$ cat src/rtl/l1_l2_port_arbiter.sv
// Round-robin arbiter sharing one L2 request port between the Icache refill path
// and the Dcache refill/write path; one latched transaction in flight at a time.
module l1_l2_port_arbiter #(
  parameter int unsigned L1_offset_width = 2
) (
  input  logic                              clk,
  input  logic                              rst,
  input  logic                              i_req,
  input  logic [31:0]                       i_addr,
  input  logic                              i_SUC,
  output logic                              i_addrOK,
  output logic                              i_dataOK,
  input  logic                              d_req,
  input  logic                              d_wr,
  input  logic [31:0]                       d_addr,
  input  logic [31:0]                       d_wdata,
  input  logic [3:0]                        d_wstrb,
  input  logic [1:0]                        d_size,
  input  logic                              d_SUC,
  output logic                              d_addrOK,
  output logic                              d_dataOK,
  output logic [(32<<L1_offset_width)-1:0]  rdata,
  output logic                              l2_req,
  output logic                              l2_wr,
  output logic [31:0]                       l2_addr,
  output logic [31:0]                       l2_wdata,
  output logic [3:0]                        l2_wstrb,
  output logic [1:0]                        l2_size,
  output logic                              l2_SUC,
  input  logic                              l2_addrOK,
  input  logic                              l2_dataOK,
  input  logic [(32<<L1_offset_width)-1:0]  l2_rdata,
  output logic                              busy
);

  typedef enum logic [1:0] {StIdle, StAddr, StData} state_e;

  state_e      r_state, w_state_next;
  logic        r_last_owner;  // 0 = Icache, 1 = Dcache
  logic        r_owner;
  logic        r_wr;
  logic [31:0] r_addr;
  logic [31:0] r_wdata;
  logic [3:0]  r_wstrb;
  logic [1:0]  r_size;
  logic        r_suc;

  logic        w_grant;
  logic        w_grant_d;

  assign w_grant   = (r_state == StIdle) && (i_req || d_req);
  // On contention the requester that did not win last time gets the port.
  assign w_grant_d = d_req && (!i_req || !r_last_owner);

  always_ff @(posedge clk) begin
    if (rst) begin
      r_state <= StIdle;
    end else begin
      r_state <= w_state_next;
    end
  end

  always_comb begin
    w_state_next = r_state;
    unique case (r_state)
      StIdle:  if (i_req || d_req) w_state_next = StAddr;
      StAddr:  if (l2_addrOK)      w_state_next = StData;
      StData:  if (l2_dataOK)      w_state_next = StIdle;
      default: w_state_next = StIdle;
    endcase
  end

  always_ff @(posedge clk) begin
    if (rst) begin
      r_last_owner <= 1'b0;
      r_owner      <= 1'b0;
      r_wr         <= 1'b0;
      r_addr       <= '0;
      r_wdata      <= '0;
      r_wstrb      <= '0;
      r_size       <= '0;
      r_suc        <= 1'b0;
    end else if (w_grant) begin
      r_last_owner <= w_grant_d;
      r_owner      <= w_grant_d;
      if (w_grant_d) begin
        r_wr    <= d_wr;
        r_addr  <= d_addr;
        r_wdata <= d_wdata;
        r_wstrb <= d_wstrb;
        r_size  <= d_size;
        r_suc   <= d_SUC;
      end else begin
        // Icache refills are always full-word reads.
        r_wr    <= 1'b0;
        r_addr  <= i_addr;
        r_wdata <= '0;
        r_wstrb <= '0;
        r_size  <= 2'b10;
        r_suc   <= i_SUC;
      end
    end
  end

  always_comb begin
    i_addrOK = 1'b0;
    d_addrOK = 1'b0;
    i_dataOK = 1'b0;
    d_dataOK = 1'b0;
    rdata    = '0;
    l2_req   = (r_state == StAddr);
    busy     = (r_state != StIdle);
    if (r_state == StAddr && l2_addrOK) begin
      i_addrOK = !r_owner;
      d_addrOK = r_owner;
    end
    if (r_state == StData) begin
      rdata = l2_rdata;
      if (l2_dataOK) begin
        i_dataOK = !r_owner;
        d_dataOK = r_owner;
      end
    end
  end

  assign l2_wr    = r_wr;
  assign l2_addr  = r_addr;
  assign l2_wdata = r_wdata;
  assign l2_wstrb = r_wstrb;
  assign l2_size  = r_size;
  assign l2_SUC   = r_suc;

endmodule

$ cat config.mk
export PLATFORM = sky130hd
export DESIGN_NAME = l1_l2_port_arbiter
export DESIGN_NICKNAME = d
export VERILOG_FILES = /design/src/rtl/l1_l2_port_arbiter.sv
export SDC_FILE = /design/constraint.sdc
export NUM_CORES = 1
export LEC_CHECK = 0
export BUFFER_PORTS_ARGS = -buffer_cell sky130_fd_sc_hd__buf_2
export CELL_PAD_IN_SITES_DETAIL_PLACEMENT = 0
export CELL_PAD_IN_SITES_GLOBAL_PLACEMENT = 1
export CORE_AREA = 2 2 171 173
export CTS_CLUSTER_SIZE = 25
export DETAILED_ROUTE_END_ITERATION = 7
export DIE_AREA = 0 0 173 175
export PLACE_DENSITY_LB_ADDON = 0.1
export SETUP_SLACK_MARGIN = 0.3
export SLEW_MARGIN = 20
export SYNTH_ARGS = -nofsm -noshare
export SYNTH_HDL_FRONTEND = slang
export SYNTH_SLANG_ARGS = --single-unit
export TNS_END_PERCENT = 100
$ cat constraint.sdc
create_clock -name clk -period 1.84 [get_ports clk]
set_input_delay 0.368 -clock clk [delete_from_list [all_inputs] [get_ports clk]]
set_output_delay 0.368 -clock clk [all_outputs]
set_load 0.01 [all_outputs]
# ---- After elaboration in Yosys (flattened, before gate mapping)
# Index checks and enable logic that the tools add are counted.
dict set report totals {
  reg_bits 75
  inputBits 239
  elab_cells 40
  output_inout_bits 206
}
dict set report op_classes {
  eq_ne 5
  mux 17
  n_reduce_logical 10
}
# op count
set op_table {}
lappend op_table {{$mux 128} 1}
lappend op_table {{$mux 32} 2}
lappend op_table {{$mux 1} 8}
lappend op_table {{$mux 2} 4}
lappend op_table {{$pmux 2 s3} 1}
lappend op_table {{$mux 4} 1}
lappend op_table {{$ne 2x1->1 const B} 2}
lappend op_table {{$logic_and 1x1->1} 3}
lappend op_table {{$reduce_and 3->1} 1}
lappend op_table {{$eq 2x1->1 const B} 1}
lappend op_table {{$eq 2x2->1 const B} 1}
lappend op_table {{$logic_not 1->1} 2}
lappend op_table {{$logic_not 2->1} 1}
lappend op_table {{$logic_or 1x1->1} 2}
lappend op_table {{$ne 2x2->1 const B} 1}
lappend op_table {{$reduce_bool 2->1} 1}

# ---- Logic depth before layout (Yosys ltp)
# Gate-level depths: netlist of the first run.
dict set report depth {
  word_depth 4
  depth_mapped 6
  mapped_depth_nobuf 4
}

# ---- Worst setup path before layout of the first run
# No wires, ideal clock.
dict set report synth_timing {
  path_kind {register -> output}
  start {reg r_state[0]}
  end {out rdata[100]}
  t_required_ns 1.472
  path_stages_with_launch 5
  arrival_time_ns 1.101
  slack_ns 0.371
  n_path_buf 2
  cell_sequence {dfxtp_1 -> and2b_1 -> buf_2 -> clkbuf_1 -> and2_1}
}
dict set report synth_between {
  elab_chain_cells 2
}
# item line
set synth_lines {}
lappend synth_lines {{start: declaration} 38} ;# state_e r_state, w_state_next;
lappend synth_lines {{start signal: assignment} 57} ;# r_state <= StIdle;
lappend synth_lines {{start signal: assignment} 59} ;# r_state <= w_state_next;
lappend synth_lines {{$eq 2x2->1} 117} ;# if (r_state == StData) begin
lappend synth_lines {{$mux 128} 117}
lappend synth_lines {{end: declaration} 22} ;# output logic [(32<<L1_offset_width)-1:0] rdata,
# Every way passes these cells.

# ---- Final worst setup path of the first run
dict set report layout_timing {
  start {reg r_state[0]}
  end {out rdata[2]}
}
# Same word-level chain as after synthesis.

==> results.txt, run 1 <==
----------------------------------------------------
[Outcome]
  Outcome ... complete, but fails checks
  Failing checks ... negative setup slack

[Synthesis]
  Area leader, netlist ... dfxtp_1
  Yosys reg bits ... 75
  Portion of synthesized cell area occupied by the leading cell type ... 36.9%
  Count of warnings emitted by yosys ... 0
  Post-synthesis cell area ... 4070 sq um
  Portion of the post-synthesis area used by sequential elements ... 36.9%
  Largest cells by area after synthesis ... dfxtp_1 (37%), and2_1 (20%), a21oi_1 (9.1%), a311oi_1 (7.1%), nand2_1 (6.5%)
  Number of standard cells after synthesis ... 537
  Synthesized area divided by synthesized cell count ... 7.58 sq um
  Number of library cell types mapped by synthesis ... 23
  Post-Syn Nets ... 776

[GRT]
  Number of antenna violations at the first check in global routing ... 4
  Overall overflow remaining after global route ... 0
  Via count of the first global-routing pass ... about 5.7k
  Largest net degree at the start of global routing ... 39
  Global routing usage summed across all routing layers ... 17.4%
  First-pass GRT wire length ... 39.4 mm

[Route]
  Post-route antenna net violation count ... 0
  Number of remaining DRC errors ... 0
  WL per Instance ... 21.7 microns
  DR pass1 iterations ... 4
  First DRT Iteration DRCs ... 231
  Via count of the routed design ... 5797
  Total wire length after detailed routing ... about 30 mm
  Ratio of routed vias to standard cells ... 4.20

[Setup path]
  Largest incremental delay on the critical path ... 320 ps
  Startpoint kind of the worst setup timing path ... flop
  Critical Path RT ... 1470 ps
  Critical path's slowest cell ... dfxtp_2
  Worst Path Class, Setup ... reg -> out
  Critical path endpoint category ... primary output
  Top cell family by delay on the critical path ... buffers and inverters
  CP dominant cell by count ... buf_6
  Largest fanout on the critical path ... 8
  Crit path buffers/inverters ... 4
  Critical-path cell list ... and2b_4 -> buf_6 -> buf_12 -> clkbuf_16 -> and2_4 -> buf_6
  Arrival time of the worst setup path ... ~1600 ps

[Timing]
  Number of setup violations in the final report ... 109
  Final max-slew violation count ... 0
  Slew HR ... between 60 and 70%
  Minimum clock period ... 1930 ps
  Number of failing hold endpoints at the final stage ... 0
  Max Clock Skew ... 8.23 ps
  RSZ-0062 raised after global routing ... true
  Least-Margin Pin Slew ... just under 500 ps
  Ratio of final minimum period to clock period ... 105%
  F_max ... about 520 MHz
  Post-route worst setup slack ... -85.7 ps

[Clocking]
  TritonCTS clock tree ... yes
  Total clock buffers created by CTS ... 9
  Number of sinks on the clock net ... 75
  Maximum level of the CTS H-tree ... 3
  Root buffer cell ... clkbuf_16
  Buffer depth of the longest clock path ... 2
  Clock-pin slew on the worst setup and hold paths ... 60 ps
  Clock network latency to the later pin of the worst-skew pair ... 350 ps

[Pwr]
  LEAKAGE ... 0.00428 uW
  Power density relative to cell area ... 646 nW/um^2
  Worst vdd ir ... approximately 340 uV

[Placed design]
  Placement Setup Slack ... 187 ps
  Post-DP HPWL ... 20.3 mm
  Placer's final routability congestion estimate ... between 0.8 and 0.9
  # port buffers ... 444

[Floorplan]
  Num ports ... approximately 450
  Die ar. ... 30300 sq um
  Total core area ... ~28000 sq um
  Die Y ... around 180 microns
  Die Width ... roughly 170 microns
  Standard-cell row count ... 62
  Initial cell density of the core ... 14.3%

[Layout]
  Most frequent standard cell in the layout excluding fill and tap cells ... buf_2
  Leading cell types in the layout, fill and taps excluded ... buf_2 (340), buf_6 (88), and2_1 (75), a21oi_1 (74), dfxtp_1 (72)
  Area Overhead vs Synth ... 115%
  Ratio of cells with drive above 1 in the final layout ... between 60% and 70%
  Net total in the final layout ... 1229
  Utilization after layout ... 30.8%

[Run]
  Count of max-cap constraint violations ... 0

[Hold path]
  Kind of path behind the tightest hold check ... in -> reg

----------------------------------------------------
==> final timing paths <==
path / start / to / slack, ps / cells after the start
worst max-delay path: r_state[0]$_SDFFE_PP0P_ / rdata[2] / -90 / 6
worst min-delay path: i_addr[22] / l2_addr[22]$_SDFFE_PP0P_ / 280 / 3
worst min register to register: l2_wdata[0]$_SDFFE_PP0P_ / l2_wdata[0]$_SDFFE_PP0P_ / 460 / 2
worst max register to register: r_state[0]$_SDFFE_PP0P_ / l2_addr[6]$_SDFFE_PP0P_ / 270 / 10
==> where the power goes <==
group          leakage (uW)  switching [uW]  internal, uW  total (uW)
combinational       0.00352             990          1000        1990
clock              0.000141             740          1070        1810
sequential         0.000619            75.0          1780        1850
==> routing by layer <==
layer  vias to the layer above  track usage [%]  part of all wire (%)
li1                       2782                -                     -
met1                      2762             19.9                    40
met2                       225             31.8                    52
met3                        24             4.90                   6.3
met4                         4             4.70                   1.4
met5                         -                0                 0.090
==> kinds of logic after synthesis <==
kind of cell | count (synthesis) | share of synthesized area (%)
AO/OA/AOI/OAI | 149 | 22.0
AND/OR/NAND/NOR | 249 | 33.7
buffers and inverters | 64 | 7.38
flip-flops | 75 | 36.9
==> cells in the mapped netlist (all sizes together) <==
cell and number:
a21bo 1, a21boi 1, a21oi 74, a311oi 33, and2 128, and2b 1
and3 2, buf 30, clkbuf 32, dfxtp 75, inv 2, nand2 70
nand2b 2, nand3 1, nand4 38, nor2 5, nor2b 1, o21ai 39
o221a 1, or2 1
==> metrics by stage <==
step | hold WS [ps] | TNS [ps] | total power (uW) | instance area (sq um) | cells
floorplan | 494 | 0 | 2520 | 4070 | 537
global placement | 458 | 0 | 3290 | 6730 | 1321
detailed placement | 462 | 0 | 3270 | 6730 | 1321
CTS | 267 | -5760 | 5320 | 7670 | 1358
global route | 286 | -12680 | 5930 | 8750 | 1378
finish | 285 | -4900 | 5650 | 8750 | 1379
==> cell type report <==
type	count	area, sq um
fill	3136	19600
inverter	2	10.0
timing repair buffer	504	3830
sequential	75	1510
antenna	2	5.00
multi-input combinational	398	2640
clock inverter	3	40.0
clock buffer	11	243
tap	384	480
==> sequential cells by signal, summed over array words and instances (netlist names) <==
| name | cells |
|---|---|
| l2_size | 2 |
| l2_wr | 1 |
| l2_wstrb | 4 |
| l2_addr | 32 |
| r_state | 2 |
| r_owner | 1 |
| l2_SUC | 1 |
| l2_wdata | 32 |
==> tightest hold or removal path, cell delays in order <==
cell and delay [ps]:
buf_2 100, nand2_1 50, a311oi_1 70
==> repair_timing <==
item	CTS	global route
cloned	7	14
pin swaps	3	51
hold buffers	0	0
resized for setup	96	173
setup buffers	16	5
endpoints found under the setup margin	134	208
Note: power is estimated with default switching activity, not from simulation.
==> run 2, diff against run 1 <==
--- a/config.mk
+++ b/config.mk
@@ -9,6 +9,7 @@
 export CELL_PAD_IN_SITES_DETAIL_PLACEMENT = 0
 export CELL_PAD_IN_SITES_GLOBAL_PLACEMENT = 1
 export CORE_AREA = 2 2 171 173
+export CTS_BUF_LIST = sky130_fd_sc_hd__clkbuf_2
 export CTS_CLUSTER_SIZE = 25
 export DETAILED_ROUTE_END_ITERATION = 7
 export DIE_AREA = 0 0 173 175
==> results.txt, run 2 (synthesis gave the netlist of run 1 again) <==
----------------------------------------------------
[Outcome]
  Outcome ... complete, but fails checks
  Failing checks ... negative setup slack

[Setup path]
  Critical-path cell list ... and2b_4 -> buf_6 -> buf_12 -> clkbuf_16 -> and2_4 -> buf_6
  Critical path's slowest cell ... dfxtp_2
  Critical path endpoint category ... primary output
  Critical Path RT ... 1470 ps (about the same)
  Worst Path Class, Setup ... reg -> out
  Largest fanout on the critical path ... 8 (unchanged)
  CP dominant cell by count ... buf_6
  Startpoint kind of the worst setup timing path ... flop
  Arrival time of the worst setup path ... 1830 ps (+270 ps)
  Largest incremental delay on the critical path ... 370 ps (+50 ps)

[Hold path]
  Kind of path behind the tightest hold check ... in -> reg

[Floorplan]
  Die ar. ... 30300 sq um (unchanged)
  Die Y ... 175 microns (unchanged)
  Initial cell density of the core ... 14.3% (unchanged)
  Total core area ... 28400 sq um (unchanged)
  Num ports ... 445 (unchanged)
  Standard-cell row count ... 62 (unchanged)
  Die Width ... 173 microns (unchanged)

[Placed design]
  Placer's final routability congestion estimate ... 0.834 (unchanged)
  Post-DP HPWL ... 20.3 mm (unchanged)
  Number of placed instances with taps included ... 1321 (unchanged)
  # port buffers ... 444 (unchanged)
  Cell area after placement ... 6730 sq um (unchanged)
  Placement Setup Slack ... 187 ps (unchanged)

[Timing]
  Post-route worst setup slack ... -355 ps (-269 ps)
  Least-Margin Pin Slew ... 386 ps (-95.6 ps)
  RSZ-0062 raised after global routing ... true
  Ratio of final minimum period to clock period ... 119% (+15 points)
  Final max-slew violation count ... 0 (unchanged)
  Minimum clock period ... 2200 ps (+269 ps)
  Max Clock Skew ... 36.8 ps (+28.6 ps)
  Number of setup violations in the final report ... 135 (+24%)
  Slew HR ... 74.3% (+6.4 points)
  F_max ... 456 MHz (-12%)
  Number of failing hold endpoints at the final stage ... 0 (unchanged)

[Route]
  Number of remaining DRC errors ... 0 (unchanged)
  Total wire length after detailed routing ... 30.2 mm (+0.74%)
  DR pass1 iterations ... 4 (unchanged)
  WL per Instance ... 20.3 microns (-6.7%)
  First DRT Iteration DRCs ... 246 (+6.5%)
  Via count of the routed design ... 6160 (+6.3%)
  Ratio of routed vias to standard cells ... 4.14 (-1.6%)
  Post-route antenna net violation count ... 0 (unchanged)

[Clocking]
  Buffer depth of the longest clock path ... 2 (unchanged)
  Clock-pin slew on the worst setup and hold paths ... 190 ps (+130 ps)
  Root buffer cell ... clkbuf_2
  Total clock buffers created by CTS ... 9 (unchanged)
  Clock network latency to the later pin of the worst-skew pair ... 580 ps (+230 ps)
  Maximum level of the CTS H-tree ... 3 (unchanged)
  TritonCTS clock tree ... yes
  Number of sinks on the clock net ... 75 (unchanged)

[Layout]
  Ratio of cells with drive above 1 in the final layout ... 56.9% (-5.1 points)
  Area Overhead vs Synth ... 135%
  Filler instances ... 3146 (+0.32%)
  Non-Filler Cell Area, Final ... 9570 sq um (+9.3%)
  Leading cell types in the layout, fill and taps excluded ... buf_2 (344), dlygate4sd3_1 (103), buf_6 (84), and2_1 (76), nand2_1 (69)
  Final cell count without fillers ... 1489 (+8.0%)
  Most frequent standard cell in the layout excluding fill and tap cells ... buf_2
  Net total in the final layout ... 1339 (+9.0%)

[GRT]
  First-pass GRT wire length ... 40.2 mm (+2.1%)
  Overall overflow remaining after global route ... 0 (unchanged)
  Global routing usage summed across all routing layers ... 17.6% (+0.15 points)
  Number of antenna violations at the first check in global routing ... 2 (-2)
  Via count of the first global-routing pass ... 6166 (+8.2%)
  Largest net degree at the start of global routing ... 39 (unchanged)

[Pwr]
  LEAKAGE ... 0.00467 uW (+9.2%)
  Power density relative to cell area ... 519 nW/um^2 (-20%)
  Worst vdd ir ... 214 uV (-37%)

[Run]
  Count of max-cap constraint violations ... 0 (unchanged)

----------------------------------------------------
## run 2: changes by cell type in the layout (fill, tap and decap cells not counted), moves of 4 or more
cell / before / now
dfxtp_2: 3 / 22
a21oi_1: 74 / 59
dfxtp_1: 72 / 53
a21oi_2: 0 / 15
clkbuf_2: 0 / 10
o21ai_1: 14 / 10
dlygate4sd3_1: 0 / 103
a311oi_1: 2 / 32
buf_6: 88 / 84
buf_2: 340 / 344
buf_4: 39 / 43
clkbuf_16: 21 / 13
a311oi_2: 31 / 1
## run 2: worst paths after layout
| kind | start | to | slack, ps | cells past startpoint |
|---|---|---|---|---|
| worst max-delay path | r_state[0]$_SDFFE_PP0P_ | rdata[90] | -360 | 6 |
| worst min-delay path | d_wr | l2_wr$_SDFFE_PP0P_ | 70 | 3 |
| worst max register to register | r_state[0]$_SDFFE_PP0P_ | l2_addr[23]$_SDFFE_PP0P_ | 0 | 12 |
| worst min register to register | l2_wdata[28]$_SDFFE_PP0P_ | l2_wdata[28]$_SDFFE_PP0P_ | 470 | 2 |
## run 2: final cells by class
class / count / area, sq um / area share [%]
Timing Repair Buffer: 614 / 4940 / 51.6
Clock buffer: 10 / 50.0 / 0.523
Clock inverter: 4 / 43.8 / 0.458
Tap cell: 384 / 480 / 5.02
Sequential cell: 75 / 1530 / 16.0
Antenna cell: 2 / 5.00 / 0.0523
Multi-Input combinational cell: 398 / 2510 / 26.3
Inverter: 2 / 10.0 / 0.105
## run 2: worst max-delay path, delay by kind of cell, from the launching register on
kind | cells | cell delay [ps]
flip-flops | 1 | 370
buffers and inverters | 4 | 490
AND/OR/NAND/NOR | 2 | 410
## run 2: routing by layer
layer	wire (microns)	track usage (%)	vias to the layer above	part of all wire, %
li1	-	-	2999	-
met1	12800	20.6	2907	42
met2	15200	31.6	221	51
met3	1460	3.98	31	4.8
met4	663	5.97	2	2.2
met5	13	0	-	0.043
## run 2: power breakdown
part	switching (uW)	internal (uW)	total [uW]
logic	985	1170	2160
clock network	647	296	943
registers	80.7	1790	1870
total	1710	3250	4970
## run 2: repair_timing
action,4_1_cts,5_1_grt
resized for setup,93,174
setup endpoints to repair,155,263
hold buffers,101,2
pin swaps,4,74
cloned,7,17
setup buffers,17,8
endpoints found under the hold margin,67,2
## run 2: through the flow
stage               utilization [%]  power (uW)  hold slack, ps  TNS, ps
finish                         33.7        4970            69.2   -40410
global route                   33.7        5260            20.8   -60970
detailed placement             23.7        3270             462        0
global placement               23.7        3290             458        0
CTS                            29.7        4630           0.878   -47530
floorplan                         -        2520             494        0
==> run 3, diff against run 2 <==
--- a/config.mk
+++ b/config.mk
@@ -13,8 +13,9 @@
 export CTS_CLUSTER_SIZE = 25
 export DETAILED_ROUTE_END_ITERATION = 7
 export DIE_AREA = 0 0 173 175
-export PLACE_DENSITY_LB_ADDON = 0.1
+export PLACE_DENSITY_LB_ADDON = 0.25
 export SETUP_SLACK_MARGIN = 0.3
+export SKIP_CTS_REPAIR_TIMING = 1
 export SLEW_MARGIN = 20
 export SYNTH_ARGS = -nofsm -noshare
 export SYNTH_HDL_FRONTEND = slang
==> results.txt, run 3 (synthesis gave the netlist of run 1 again) <==
----------------------------------------------------
[Layout]
  Most frequent standard cell in the layout excluding fill and tap cells ... buf_2
  Net total in the final layout ... 1308 (-2.3%)
  Leading cell types in the layout, fill and taps excluded ... buf_2 (305), buf_6 (132), dlygate4sd3_1 (104), a21oi_1 (74), dfxtp_2 (74)
  Area Overhead vs Synth ... 131%
  Ratio of cells with drive above 1 in the final layout ... 59.4% (+2.5 points)

[Setup path]
  Termination of the worst setup path ... rdata[14]
  Startpoint kind of the worst setup timing path ... flop
  Critical-path cell list ... and2b_4 -> buf_12 -> buf_6 -> and2_1 -> buf_2
  Arrival time of the worst setup path ... 1880 ps (+50 ps)
  Launching element of the worst setup path ... r_state[0]$_SDFFE_PP0P_
  Critical Path RT ... 1470 ps (about the same)
  Largest fanout on the critical path ... 11 (+3)
  Worst-case reg-to-reg path depth ... 4 (-8)
  Register-to-Register Setup Slack ... 350 ps (+350 ps)
  Worst Path Class, Setup ... reg -> out
  Critical path endpoint category ... primary output
  Endpoint of the most critical register-to-register path ... l2_addr[0]$_SDFFE_PP0P_
  Largest incremental delay on the critical path ... 400 ps (+30 ps)
  Critical path's slowest cell ... dfxtp_2
  Launch point of the worst reg-to-reg path ... r_state[1]$_SDFFE_PP0P_

[Placed design]
  # port buffers ... 444 (unchanged)
  Placer's final routability congestion estimate ... 0.917 (+9.9%)
  Post-DP HPWL ... 24.8 mm (+23%)

[GRT]
  Via count of the first global-routing pass ... 5592 (-9.3%)
  First-pass GRT wire length ... 42.1 mm (+4.7%)
  Overall overflow remaining after global route ... 0 (unchanged)
  Largest net degree at the start of global routing ... 88 (+130%)
  Global routing usage summed across all routing layers ... 19.5% (+1.9 points)
  Number of antenna violations at the first check in global routing ... 13 (+11)

[Outcome]
  Outcome ... complete, but fails checks
  Failing checks ... negative setup slack

[Pwr]
  Worst vdd ir ... 278 uV (+30%)
  Power density relative to cell area ... 537 nW/um^2 (+3.5%)
  LEAKAGE ... 0.00449 uW (-3.9%)

[Clocking]
  Maximum level of the CTS H-tree ... 3 (unchanged)
  Number of sinks on the clock net ... 75 (unchanged)
  Buffer depth of the longest clock path ... 2 (unchanged)
  Root buffer cell ... clkbuf_2
  Clock network latency to the later pin of the worst-skew pair ... 590 ps (about the same)
  TritonCTS clock tree ... yes
  Clock-pin slew on the worst setup and hold paths ... 270 ps (+80 ps)
  Total clock buffers created by CTS ... 9 (unchanged)

[Timing]
  F_max ... 445 MHz (-2.3%)
  Max Clock Skew ... 46.0 ps (+9.22 ps)
  Ratio of final minimum period to clock period ... 122% (+2.9 points)
  Number of setup violations in the final report ... 134 (-0.74%)
  RSZ-0062 raised after global routing ... true
  Minimum clock period ... 2250 ps (+52.6 ps)
  Least-Margin Pin Slew ... 461 ps (+74.4 ps)
  TNS Setup ... -47950 ps (-7540 ps)
  Worst hold slack after final layout ... 68.5 ps (-0.765 ps)
  Final max-slew violation count ... 0 (unchanged)
  Number of failing hold endpoints at the final stage ... 0 (unchanged)
  Slew HR ... 69.3% (-5.0 points)
  Post-route worst setup slack ... -408 ps (-52.6 ps)

[Route]
  Post-route antenna net violation count ... 0 (unchanged)
  Max layer used ... met5
  Total wire length after detailed routing ... 33.4 mm (+11%)
  Number of remaining DRC errors ... 0 (unchanged)
  First DRT Iteration DRCs ... 258 (+4.9%)
  WL per Instance ... 22.8 microns (+13%)
  WL met2 ... 16.0 mm (+5.1%)
  Via count of the routed design ... 6289 (+2.1%)
  Ratio of routed vias to standard cells ... 4.30 (+3.9%)
  Met1 Wirelength ... 13.3 mm (+3.6%)
  DR pass1 iterations ... 4 (unchanged)
  Met3 layer wire length in the routed design ... 3.15 mm (+120%)

[Hold path]
  Kind of path behind the tightest hold check ... in -> reg

[Floorplan]
  Total core area ... 28400 sq um (unchanged)
  Num ports ... 445 (unchanged)
  Initial cell density of the core ... 14.3% (unchanged)
  Die Y ... 175 microns (unchanged)
  Die ar. ... 30300 sq um (unchanged)
  Die Width ... 173 microns (unchanged)
  Standard-cell row count ... 62 (unchanged)

[Run]
  Count of max-cap constraint violations ... 0 (unchanged)

----------------------------------------------------
run 3: layout make-up:
type                    instances  area [sq um]
fillers                      3126         19000
repair buffers                583          4710
multi-input cells             398          2440
flip-flops and latches         75          1590
well taps                     384           480
clock inverters                 7           106
clock buffers                   9          45.0
diodes                          5          12.5
inverters                       2          7.51
run 3: through the flow:
stage,utilization (%),setup WS (ps),std cells,power [uW],area [sq um]
6_report,33.1,-408,1463,5040,9390
4_1_cts,24.3,-620,1337,4570,6900
3_3_place_gp,23.8,155,1321,3330,6750
5_1_grt,33.1,-542,1461,5350,9390
3_5_place_dp,23.8,134,1321,3320,6750
2_1_floorplan,-,371,537,2520,4070
run 3: power breakdown:
part	internal, uW	total (uW)	switching [uW]
clock network	474	1210	736
registers	1810	1910	101
logic	1010	1930	916
run 3: worst min-delay path by stage:
| stage | from | to | cells after the start |
|---|---|---|---|
| floorplan | l2_size[0]$_SDFFE_PP0P_ | l2_size[0]$_SDFFE_PP0P_ | 2 |
| global placement | l2_wdata[14]$_SDFFE_PP0P_ | l2_wdata[14]$_SDFFE_PP0P_ | 2 |
| detailed placement | l2_wdata[1]$_SDFFE_PP0P_ | l2_wdata[1]$_SDFFE_PP0P_ | 2 |
| CTS | d_wdata[24] | l2_wdata[24]$_SDFFE_PP0P_ | 3 |
| global route | d_addr[27] | l2_addr[27]$_SDFFE_PP0P_ | 3 |
| finish | d_addr[27] | l2_addr[27]$_SDFFE_PP0P_ | 3 |
run 3: worst max-delay path: cells and delay by family (launching register included):
| kind | cells | cell delay [ps] |
|---|---|---|
| flops | 1 | 400 |
| simple gates | 2 | 430 |
| buf+inv | 3 | 460 |
run 3: routing by layer:
metal	up-vias	GRT usage, %
met2	286	32.8
met1	3016	23.0
met4	6	5.44
li1	2940	-
met3	41	7.79
met5	-	0
